`config.mk`:
```
export PLATFORM = sky130hd
export DESIGN_NAME = risc_hazard_unit_flat
export DESIGN_NICKNAME = d
export VERILOG_FILES = /design/src/rtl/risc_hazard_unit_if.sv /design/src/rtl/risc_hazard_unit.sv /design/src/flat_wrapper.sv
export SDC_FILE = /design/constraint.sdc
export NUM_CORES = 1
export LEC_CHECK = 0
export BUFFER_PORTS_ARGS = -buffer_cell sky130_fd_sc_hd__buf_2
export CORE_UTILIZATION = 34
export DETAILED_ROUTE_END_ITERATION = 16
export GPL_TIMING_DRIVEN = 0
export PLACE_DENSITY = 0.55
export SYNTH_ARGS = -nofsm -noshare
export SYNTH_HDL_FRONTEND = slang
export SYNTH_SLANG_ARGS = --single-unit
```
`constraint.sdc`:
```
create_clock -name clk -period 2.1 [get_ports clk]
set_input_delay 0 -clock clk [delete_from_list [all_inputs] [get_ports clk]]
set_output_delay 0 -clock clk [all_outputs]
set_load 0.01 [all_outputs]
```
`src/rtl/risc_hazard_unit_if.sv`:
```
// Handshake bundle between the Datapath_Unit (master) and the pipeline hazard controller (slave).
interface risc_hazard_unit_if #(
  parameter int REG_AW = 5,
  parameter int CNT_W  = 16
);
  logic              id_valid;
  logic [REG_AW-1:0] id_rs1;
  logic [REG_AW-1:0] id_rs2;
  logic              id_use_rs1;
  logic              id_use_rs2;
  logic [REG_AW-1:0] id_rd;
  logic              id_rf_write;
  logic              id_is_load;
  logic              ex_redirect;
  logic              dmem_busy;

  logic              pc_en;
  logic              ifid_en;
  logic              ifid_flush;
  logic              idex_bubble;
  logic              pipe_en;
  logic [1:0]        fwd_a;
  logic [1:0]        fwd_b;
  logic [CNT_W-1:0]  stall_cnt;
  logic [CNT_W-1:0]  flush_cnt;

  modport master (
    output id_valid, id_rs1, id_rs2, id_use_rs1, id_use_rs2, id_rd,
           id_rf_write, id_is_load, ex_redirect, dmem_busy,
    input  pc_en, ifid_en, ifid_flush, idex_bubble, pipe_en,
           fwd_a, fwd_b, stall_cnt, flush_cnt
  );

  modport slave (
    input  id_valid, id_rs1, id_rs2, id_use_rs1, id_use_rs2, id_rd,
           id_rf_write, id_is_load, ex_redirect, dmem_busy,
    output pc_en, ifid_en, ifid_flush, idex_bubble, pipe_en,
           fwd_a, fwd_b, stall_cnt, flush_cnt
  );
endinterface

```
`src/rtl/risc_hazard_unit.sv`:
```
// Hazard, stall and forwarding controller for the 5-stage IF/ID/EX/MEM/WB pipeline.
// Define RISC_HAZARD_FWD_EN for operand forwarding; without it RAW hazards stall until WB.
module risc_hazard_unit #(
  parameter int REG_AW = 5,
  parameter int CNT_W  = 16
) (
  input logic               clk,
  input logic               rst,
  risc_hazard_unit_if.slave bus
);

  typedef enum logic [1:0] {
    MODE_RUN,
    MODE_LOADUSE,
    MODE_REDIRECT,
    MODE_FREEZE
  } mode_e;

  typedef struct packed {
    logic              valid;
    logic [REG_AW-1:0] rd;
    logic              rf_write;
    logic              is_load;
  } stage_t;

  typedef struct packed {
    logic [REG_AW-1:0] rs1;
    logic [REG_AW-1:0] rs2;
    logic              use1;
    logic              use2;
  } ex_src_t;

  stage_t           r_ex;
  stage_t           r_mem;
  stage_t           r_wb;
  ex_src_t          r_ex_src;
  logic [CNT_W-1:0] r_stall_cnt;
  logic [CNT_W-1:0] r_flush_cnt;

  mode_e w_mode;
  logic  w_hazard;

  // Register 0 is hard-wired zero, so it never produces a hazard or a forward.
  function automatic logic stage_writes(input logic              valid,
                                        input logic              rf_write,
                                        input logic [REG_AW-1:0] rd,
                                        input logic [REG_AW-1:0] r);
    return valid && rf_write && (rd == r) && (r != '0);
  endfunction

`ifdef RISC_HAZARD_FWD_EN
  always_comb begin
    w_hazard = bus.id_valid && r_ex.is_load &&
      ((bus.id_use_rs1 && stage_writes(r_ex.valid, r_ex.rf_write, r_ex.rd, bus.id_rs1)) ||
       (bus.id_use_rs2 && stage_writes(r_ex.valid, r_ex.rf_write, r_ex.rd, bus.id_rs2)));
  end
`else
  // Without forwarding any producer in EX or MEM blocks a reader; WB is covered by write-before-read.
  always_comb begin
    w_hazard = bus.id_valid &&
      ((bus.id_use_rs1 && (stage_writes(r_ex.valid,  r_ex.rf_write,  r_ex.rd,  bus.id_rs1) ||
                           stage_writes(r_mem.valid, r_mem.rf_write, r_mem.rd, bus.id_rs1))) ||
       (bus.id_use_rs2 && (stage_writes(r_ex.valid,  r_ex.rf_write,  r_ex.rd,  bus.id_rs2) ||
                           stage_writes(r_mem.valid, r_mem.rf_write, r_mem.rd, bus.id_rs2))));
  end
`endif

  always_comb begin
    if (bus.dmem_busy)        w_mode = MODE_FREEZE;
    else if (bus.ex_redirect) w_mode = MODE_REDIRECT;
    else if (w_hazard)        w_mode = MODE_LOADUSE;
    else                      w_mode = MODE_RUN;
  end

  always_comb begin
    // NOTE: every output gets a default before the case so no path leaves one unassigned (no latch).
    bus.pc_en       = 1'b1;
    bus.ifid_en     = 1'b1;
    bus.ifid_flush  = 1'b0;
    bus.idex_bubble = 1'b0;
    bus.pipe_en     = 1'b1;
    if (rst) begin
      bus.pc_en       = 1'b0;
      bus.ifid_en     = 1'b0;
      bus.ifid_flush  = 1'b1;
      bus.idex_bubble = 1'b1;
    end else begin
      unique case (w_mode)
        MODE_FREEZE: begin
          bus.pc_en   = 1'b0;
          bus.ifid_en = 1'b0;
          bus.pipe_en = 1'b0;
        end
        MODE_REDIRECT: begin
          bus.ifid_flush  = 1'b1;
          bus.idex_bubble = 1'b1;
        end
        MODE_LOADUSE: begin
          bus.pc_en       = 1'b0;
          bus.ifid_en     = 1'b0;
          bus.idex_bubble = 1'b1;
        end
        default: ;
      endcase
    end
  end

`ifdef RISC_HAZARD_FWD_EN
  // A load in MEM has no result yet, so its consumer waits one cycle and takes it from MEM/WB.
  function automatic logic [1:0] fwd_sel(input stage_t            mem,
                                          input logic [REG_AW-1:0] wb_rd,
                                          input logic              wb_valid,
                                          input logic              wb_rf_write,
                                          input logic [REG_AW-1:0] rs,
                                          input logic              use_rs);
    if (use_rs && !mem.is_load && stage_writes(mem.valid, mem.rf_write, mem.rd, rs))
      return 2'b10;
    if (use_rs && stage_writes(wb_valid, wb_rf_write, wb_rd, rs))
      return 2'b01;
    return 2'b00;
  endfunction

  always_comb begin
    bus.fwd_a = 2'b00;
    bus.fwd_b = 2'b00;
    if (!rst) begin
      bus.fwd_a = fwd_sel(r_mem, r_wb.rd, r_wb.valid, r_wb.rf_write, r_ex_src.rs1, r_ex_src.use1);
      bus.fwd_b = fwd_sel(r_mem, r_wb.rd, r_wb.valid, r_wb.rf_write, r_ex_src.rs2, r_ex_src.use2);
    end
  end

  logic w_unused_fwd;
  assign w_unused_fwd = r_wb.is_load;
`else
  always_comb begin
    bus.fwd_a = 2'b00;
    bus.fwd_b = 2'b00;
  end

  logic w_unused_nofwd;
  assign w_unused_nofwd = ^{r_ex_src, r_wb, r_ex.is_load, r_mem.is_load};
`endif

  // NOTE: sequential state uses non-blocking assignments so mem <= ex and wb <= mem shift together.
  always_ff @(posedge clk) begin
    if (rst) begin
      // NOTE: only valid bits and counters are reset; payload fields are ignored while invalid.
      r_ex.valid  <= 1'b0;
      r_mem.valid <= 1'b0;
      r_wb.valid  <= 1'b0;
      r_stall_cnt <= '0;
      r_flush_cnt <= '0;
    end else begin
      unique case (w_mode)
        MODE_FREEZE: ;
        MODE_REDIRECT: begin
          r_ex.valid <= 1'b0;
          r_mem      <= r_ex;
          r_wb       <= r_mem;
          if (r_flush_cnt != '1) r_flush_cnt <= r_flush_cnt + CNT_W'(1);
        end
        MODE_LOADUSE: begin
          r_ex.valid <= 1'b0;
          r_mem      <= r_ex;
          r_wb       <= r_mem;
          if (r_stall_cnt != '1) r_stall_cnt <= r_stall_cnt + CNT_W'(1);
        end
        default: begin
          r_ex     <= '{valid: bus.id_valid, rd: bus.id_rd,
                        rf_write: bus.id_rf_write, is_load: bus.id_is_load};
          r_ex_src <= '{rs1: bus.id_rs1, rs2: bus.id_rs2,
                        use1: bus.id_use_rs1, use2: bus.id_use_rs2};
          r_mem    <= r_ex;
          r_wb     <= r_mem;
        end
      endcase
    end
  end

  assign bus.stall_cnt = r_stall_cnt;
  assign bus.flush_cnt = r_flush_cnt;

endmodule

```
`src/flat_wrapper.sv`:
```
// flat-port wrapper written by rule: the top's interface ports become plain ports
module risc_hazard_unit_flat 
#(
  parameter int REG_AW = 5,
  parameter int CNT_W  = 16
)
  (clk, rst, bus_id_valid, bus_id_rs1, bus_id_rs2, bus_id_use_rs1, bus_id_use_rs2, bus_id_rd, bus_id_rf_write, bus_id_is_load, bus_ex_redirect, bus_dmem_busy, bus_pc_en, bus_ifid_en, bus_ifid_flush, bus_idex_bubble, bus_pipe_en, bus_fwd_a, bus_fwd_b, bus_stall_cnt, bus_flush_cnt);
  risc_hazard_unit_if #(.REG_AW(REG_AW), .CNT_W(CNT_W)) bus_i ();
  input logic clk;
  input logic rst;
  input wire logic [$bits(bus_i.id_valid)-1:0] bus_id_valid;
  input wire logic [$bits(bus_i.id_rs1)-1:0] bus_id_rs1;
  input wire logic [$bits(bus_i.id_rs2)-1:0] bus_id_rs2;
  input wire logic [$bits(bus_i.id_use_rs1)-1:0] bus_id_use_rs1;
  input wire logic [$bits(bus_i.id_use_rs2)-1:0] bus_id_use_rs2;
  input wire logic [$bits(bus_i.id_rd)-1:0] bus_id_rd;
  input wire logic [$bits(bus_i.id_rf_write)-1:0] bus_id_rf_write;
  input wire logic [$bits(bus_i.id_is_load)-1:0] bus_id_is_load;
  input wire logic [$bits(bus_i.ex_redirect)-1:0] bus_ex_redirect;
  input wire logic [$bits(bus_i.dmem_busy)-1:0] bus_dmem_busy;
  output wire logic [$bits(bus_i.pc_en)-1:0] bus_pc_en;
  output wire logic [$bits(bus_i.ifid_en)-1:0] bus_ifid_en;
  output wire logic [$bits(bus_i.ifid_flush)-1:0] bus_ifid_flush;
  output wire logic [$bits(bus_i.idex_bubble)-1:0] bus_idex_bubble;
  output wire logic [$bits(bus_i.pipe_en)-1:0] bus_pipe_en;
  output wire logic [$bits(bus_i.fwd_a)-1:0] bus_fwd_a;
  output wire logic [$bits(bus_i.fwd_b)-1:0] bus_fwd_b;
  output wire logic [$bits(bus_i.stall_cnt)-1:0] bus_stall_cnt;
  output wire logic [$bits(bus_i.flush_cnt)-1:0] bus_flush_cnt;
  assign bus_i.id_valid = bus_id_valid;
  assign bus_i.id_rs1 = bus_id_rs1;
  assign bus_i.id_rs2 = bus_id_rs2;
  assign bus_i.id_use_rs1 = bus_id_use_rs1;
  assign bus_i.id_use_rs2 = bus_id_use_rs2;
  assign bus_i.id_rd = bus_id_rd;
  assign bus_i.id_rf_write = bus_id_rf_write;
  assign bus_i.id_is_load = bus_id_is_load;
  assign bus_i.ex_redirect = bus_ex_redirect;
  assign bus_i.dmem_busy = bus_dmem_busy;
  assign bus_pc_en = bus_i.pc_en;
  assign bus_ifid_en = bus_i.ifid_en;
  assign bus_ifid_flush = bus_i.ifid_flush;
  assign bus_idex_bubble = bus_i.idex_bubble;
  assign bus_pipe_en = bus_i.pipe_en;
  assign bus_fwd_a = bus_i.fwd_a;
  assign bus_fwd_b = bus_i.fwd_b;
  assign bus_stall_cnt = bus_i.stall_cnt;
  assign bus_flush_cnt = bus_i.flush_cnt;
  risc_hazard_unit #(.REG_AW(REG_AW), .CNT_W(CNT_W)) u_core (.clk(clk), .rst(rst), .bus(bus_i));
endmodule
```
==> results.toml, run 1 <==
[status]
outcome = "complete, but fails checks"
violations = "negative setup slack"

[clock_network]
cts_buffer_depth = 2
clock_latency_ns = 0.30
numCtsBuffers = 5
cts_max_level = 2
cts_tree = "built"
clock-root-buffer = "clkbuf_8"
clk_pin_slew_ns = 0.09
cts_num_sinks = 46

[die]
io_pins = 65
rows = 30
core_area_um2 = 6830
start_util_pct = 35.5
dieArea_um2 = 7480
die_h_um = 86.5
die_x_um = 86.5

[synthesis]
synthArstFlopShare_pct = 0
yosysSeqAreaShare_pct = 42.9
ys_seq_elements = 46
yosysWarnings = 0
yosysUniqueCellTypes = 41
syn_inst = 252
synth_edf_count = 12
syn_area_per_cell_um2 = 9.64
synth_ff_type = "dfxtp_1"
synth_area_um2 = 2430

[timing]
slew_headroom_pct = 58.8
skew_ns = 0.00849
drv_slew = 0
finalHoldViolCount = 0
layout_setup_ws_ns = -0.311
tightest_slew_ns = 0.619
rsz0062_at_grt = "true"
fin_crit_ns = 2.41
max_freq_mhz = 415
setup_viol_count_final = 20
min_period_over_period_pct = 115

[drt]
routed_wl_um = 5490
drc = 0
avgRoutedWirePerCell_um = 12.7
vias_per_cell = 4.82
drt_iter0_markers = 70
first_pass_iters = 4
vias = 2079
drtAntennaViolNets = 0

[cells_and_area]
multiInputGateArea_um2 = 1420
area_growth_pct = 33.4
seqCellArea_um2 = 1040
fin_util_pct = 47.4
drive_gt1_share_pct = 31.9
nets = 363
fin_cells = 431
n_fill_cell = 697
fin_area_um2 = 3240
n_antenna_cell = 0

[min_path]
hp-class = "in -> reg"

[placement]
placedInstanceArea_um2 = 2900
dp_hpwl_um = 3960
port-buffer-count = 58
post-place-ws_ns = -0.378
gp_congestion = 0.818
dp_cells = 409

[global_route]
grt_use_met1_pct = 20.5
top_usage_layer = "met2"
antenna_found_initial = 0
grt_max_degree = 15
grt.total_usage_pct = 15.1
gr-total-overflow = 0
grt_pass1_wl_um = 8920
grt.met2_usage_pct = 24.0
use_met3_pct = 3.81
grt_pass1_vias = 1880

[power_and_ir_drop]
ir_worst_vdd_v = 0.000275
p_leak_nw = 1.31
powerDensity_nw_per_um2 = 549
power_mw = 1.78

[critical_path]
critPathLaunchType = "flip-flop"
crit_fanout = 4
worst-setup-path-type = "reg -> reg"
endpoint_kind = "flip-flop"
required_ns = 2.34
worstPathArrival_ns = 2.65

[flow_run]
max_cap_violations = 0
[cell families (layout without fill, tap and decap cells)]
kind of cell | count (synthesis) | in the layout | synth area share (%)
AOI/OAI and AO/OA | 20 | 20 | 6.23
xor gates and xnor gates | 45 | 45 | 16.2
adders and majority gates | 5 | 5 | 2.58
buffers and inverters | 16 | 96 | 4.17
DFF | 46 | 46 | 42.9
muxes | 3 | 3 | 1.24
other | 1 | 4 | 0.154
and+or+nand+nor | 116 | 116 | 26.5
[metrics by stage]
step,setup TNS (ns),hold slack (ns)
3_3_place_gp,-4.02,0.180
2_1_floorplan,-0.344,0.0989
3_5_place_dp,-3.94,0.179
5_1_grt,-6.11,0.133
6_report,-2.78,0.103
4_1_cts,-3.20,0.0953
[power breakdown]
group,total [mW],switching [mW],internal [mW]
clock,0.664,0.313,0.351
sequential,0.933,0.0124,0.921
combinational,0.182,0.0911,0.0905
[cell type report]
cell class	count	share of cell area [%]
Buffer	12	2.78
Clock buffer	5	2.12
Clock inverter	3	1.24
Inverter	4	0.463
Multi-Input combinational cell	193	43.9
Sequential cell	46	32.1
Tap cell	96	3.71
Timing Repair Buffer	72	13.7
[path summary, 6_finish.rpt]
path                                           startpoint                              endpoint  slack (ns)  cells after the start
worst min register to register   u_core.r_ex[1]$_DFFE_PP_             u_core.r_mem[1]$_DFFE_PP_        0.47                      0
worst max-delay path            u_core.r_mem[5]$_DFFE_PP_  u_core.bus.stall_cnt[9]$_SDFFE_PP0P_       -0.31                     10
worst max register to register  u_core.r_mem[5]$_DFFE_PP_  u_core.bus.stall_cnt[9]$_SDFFE_PP0P_       -0.31                     10
worst min-delay path                         bus_id_valid           u_core.r_ex[7]$_SDFFE_PP0P_        0.10                      4
[sequential cells by signal, indices dropped and copies added (netlist names)]
name and flops:
u_core.bus.flush_cnt 16, u_core.bus.stall_cnt 16, u_core.r_ex 7, u_core.r_mem 7
[synthesized netlist by cell type (all sizes together) (4+ instances only)]
| master | number | share of area (%) |
|---|---|---|
| or4 | 4 | 1.2 |
| xor2 | 34 | 12 |
| buf | 8 | 2.9 |
| nand4 | 13 | 4.2 |
| nand2 | 13 | 2.3 |
| xnor2 | 11 | 4.0 |
| ha | 5 | 2.6 |
| nor2 | 37 | 5.7 |
| and4 | 5 | 1.9 |
| nand3 | 13 | 3.2 |
| clkbuf | 4 | 0.62 |
| nor4 | 7 | 1.8 |
| inv | 4 | 0.62 |
| a21oi | 6 | 1.2 |
| dfxtp | 34 | 28 |
| and3 | 10 | 2.6 |
| edfxtp | 12 | 15 |
[metal layers]
| layer | vias to the layer above | share of wire, % |
|---|---|---|
| li1 | 1055 | - |
| met4 | 0 | 0.87 |
| met1 | 981 | 47 |
| met3 | 4 | 4.5 |
| met2 | 39 | 47 |
| met5 | - | 0 |
[placed cells by master (no fill, tap or decap), drive strengths merged, types with 2 or more instances in the layout]
cell type and n:
a2111oi 2, a21oi 6, a22oi 2, and3 10
and4 5, buf 74, clkbuf 9, clkinv 2
conb 4, dfxtp 34, dlygate4sd3 6, edfxtp 12
ha 5, inv 4, mux2i 3, nand2 13
nand3 13, nand4 13, nor2 37, nor2b 3
nor3 3, nor3b 2, nor4 7, o211ai 2
o21ai 2, or2 3, or3 2, or4 4
xnor2 11, xor2 34
[critical path: stages (launching register included)]
cell,delay [ns]
edfxtp_1,0.44
xor2_1,0.16
nor4_1,0.29
a22oi_1,0.15
o221ai_2,0.27
ha_2,0.22
buf_6,0.11
buf_4,0.11
nand2_4,0.06
or4_4,0.42
a21oi_2,0.12
[repair_timing]
| action | CTS | global route |
|---|---|---|
| setup buffers | 6 | 4 |
| pin swaps | 13 | 11 |
| cloned | 0 | 0 |
| endpoints found under the hold margin | 6 | 0 |
| hold buffers | 6 | 0 |
| setup endpoints to repair | 30 | 34 |
| gates resized for setup | 5 | 16 |
Power figures use the tool's default switching activity.
==> inputs of run 2 (changes only) <==
--- a/config.mk
+++ b/config.mk
@@ -13,3 +13,4 @@
 export SYNTH_ARGS = -nofsm -noshare
 export SYNTH_HDL_FRONTEND = slang
 export SYNTH_SLANG_ARGS = --single-unit
+export TNS_END_PERCENT = 10
==> results.toml, run 2 (synthesis results as in run 1) <==
[min_path]
hp-class = "in -> reg"
hold_path_startpoint = "rst"

[global_route]
grt_max_degree = 15
gr-total-overflow = 0
grt.total_usage_pct = 14.8
grt_pass1_vias = 1882
antenna_found_initial = 0
grt_pass1_wl_um = 8740

[status]
outcome = "complete, but fails checks"
violations = "negative setup slack"

[die]
die_x_um = 86.5
start_util_pct = 35.5
rows = 30
core_area_um2 = 6830
dieArea_um2 = 7480
io_pins = 65
die_h_um = 86.5

[critical_path]
worst-setup-path-type = "reg -> reg"
endpoint_kind = "flip-flop"
critPathLaunch = "u_core.r_ex[4]$_DFFE_PP_"
required_ns = 2.34
critPathLaunchType = "flip-flop"
reg2reg_from = "u_core.r_ex[4]$_DFFE_PP_"
worstPathArrival_ns = 2.64
crit_fanout = 5

[timing]
drv_slew = 0
setup_viol_count_final = 17
tightest_slew_ns = 0.571
whs_ns = 0.0864
skew_ns = 0.0102
max_freq_mhz = 416
fin_crit_ns = 2.40
layout_setup_ws_ns = -0.304
slew_headroom_pct = 61.9
rsz0062_at_grt = "true"
finalHoldViolCount = 0
min_period_over_period_pct = 114

[clock_network]
clock_latency_ns = 0.30
clk_pin_slew_ns = 0.09
numCtsBuffers = 5
cts_tree = "built"
cts_max_level = 2
cts_buffer_depth = 2
clock-root-buffer = "clkbuf_8"
cts_num_sinks = 46

[drt]
routed_wl_um = 5260
avgRoutedWirePerCell_um = 12.3
drtAntennaViolNets = 0
vias = 1997
first_pass_iters = 4
vias_per_cell = 4.67
drc = 0
drt_iter0_markers = 54

[cells_and_area]
final_cell_mix = "buf_2, nor2_1, xor2_1, dfxtp_1"
drive_gt1_share_pct = 29.8
final_common_cell = "buf_2"
n_antenna_cell = 0
area_growth_pct = 28.6
nets = 360

[power_and_ir_drop]
p_clk_share_pct = 32.8
p_leak_nw = 1.26
switching_share_pct = 24.5
p_seq_share_pct = 57.3
power_mw = 1.63
intPower_mw = 1.23
ir_worst_vdd_v = 0.000313
p_sw_uw = 398
pwr-share-comb_pct = 9.9
powerDensity_nw_per_um2 = 521

[placement]
port-buffer-count = 58
gp_congestion = 0.802
dp_hpwl_um = 3980

[flow_run]
max_cap_violations = 0
==> run 2: layer usage <==
metal	track usage, %	vias up	wire [µm]
li1	-	1046	-
met1	19.4	901	2540
met2	24.1	43	2400
met3	3.62	7	261
met4	4.09	0	59
met5	0	-	0
==> run 2: path summary, 6_finish.rpt <==
kind / end / slack, ns / depth (start not counted)
setup / recovery: u_core.bus.stall_cnt[11]$_SDFFE_PP0P_ / -0.30 / 9
setup reg to reg: u_core.bus.stall_cnt[11]$_SDFFE_PP0P_ / -0.30 / 9
hold reg to reg: u_core.r_mem[1]$_DFFE_PP_ / 0.46 / 0
hold / removal: u_core.bus.flush_cnt[9]$_SDFFE_PP0P_ / 0.09 / 2
==> run 2: area by class of cell <==
| class | count | area [µm²] |
|---|---|---|
| Multi-Input combinational cell | 193 | 1390 |
| Clock buffer | 6 | 72.6 |
| Inverter | 4 | 15.0 |
| Timing Repair Buffer | 69 | 388 |
| Sequential cell | 46 | 1040 |
| Fill cell | 709 | 3710 |
| Clock inverter | 2 | 10.0 |
| Tap cell | 96 | 120 |
| Buffer | 12 | 86.3 |
==> run 2: timing repair <==
| item | CTS | global route |
|---|---|---|
| endpoints found under the setup margin | 30 | 34 |
| buffers inserted | 4 | 1 |
| hold buffers | 6 | 0 |
| endpoints found under the hold margin | 6 | 0 |
| gates resized for setup | 6 | 4 |
| pin swaps | 10 | 1 |
==> run 2: power groups by stage <==
stage          sequential [mW]  clock (mW)  combinational, mW
2_1_floorplan            0.953           0             0.0832
3_3_place_gp             0.954           0              0.140
3_5_place_dp             0.954           0              0.141
4_1_cts                  0.933       0.549              0.161
5_1_grt                  0.935       0.588              0.180
6_report                 0.933       0.534              0.160
==> run 2: critical path: stages, from the launching register on <==
cell	delay [ns]
edfxtp_1	0.45
xor2_1	0.19
nor4_1	0.31
a22oi_1	0.14
o221ai_2	0.23
ha_2	0.22
buf_6	0.12
nand4_1	0.18
or3_1	0.37
a21oi_1	0.13
==> run 2: stage by stage <==
step | cell area [µm²] | cells | util, % | setup WS [ns] | setup TNS, ns
finish | 3120 | 428 | 45.7 | -0.304 | -2.58
global route | 3120 | 428 | 45.7 | -0.465 | -5.81
CTS | 3100 | 427 | 45.4 | -0.299 | -3.39
detailed placement | 2890 | 409 | 42.3 | -0.399 | -4.60
global placement | 2890 | 409 | 42.3 | -0.373 | -4.04
floorplan | 2480 | 255 | - | -0.107 | -0.441
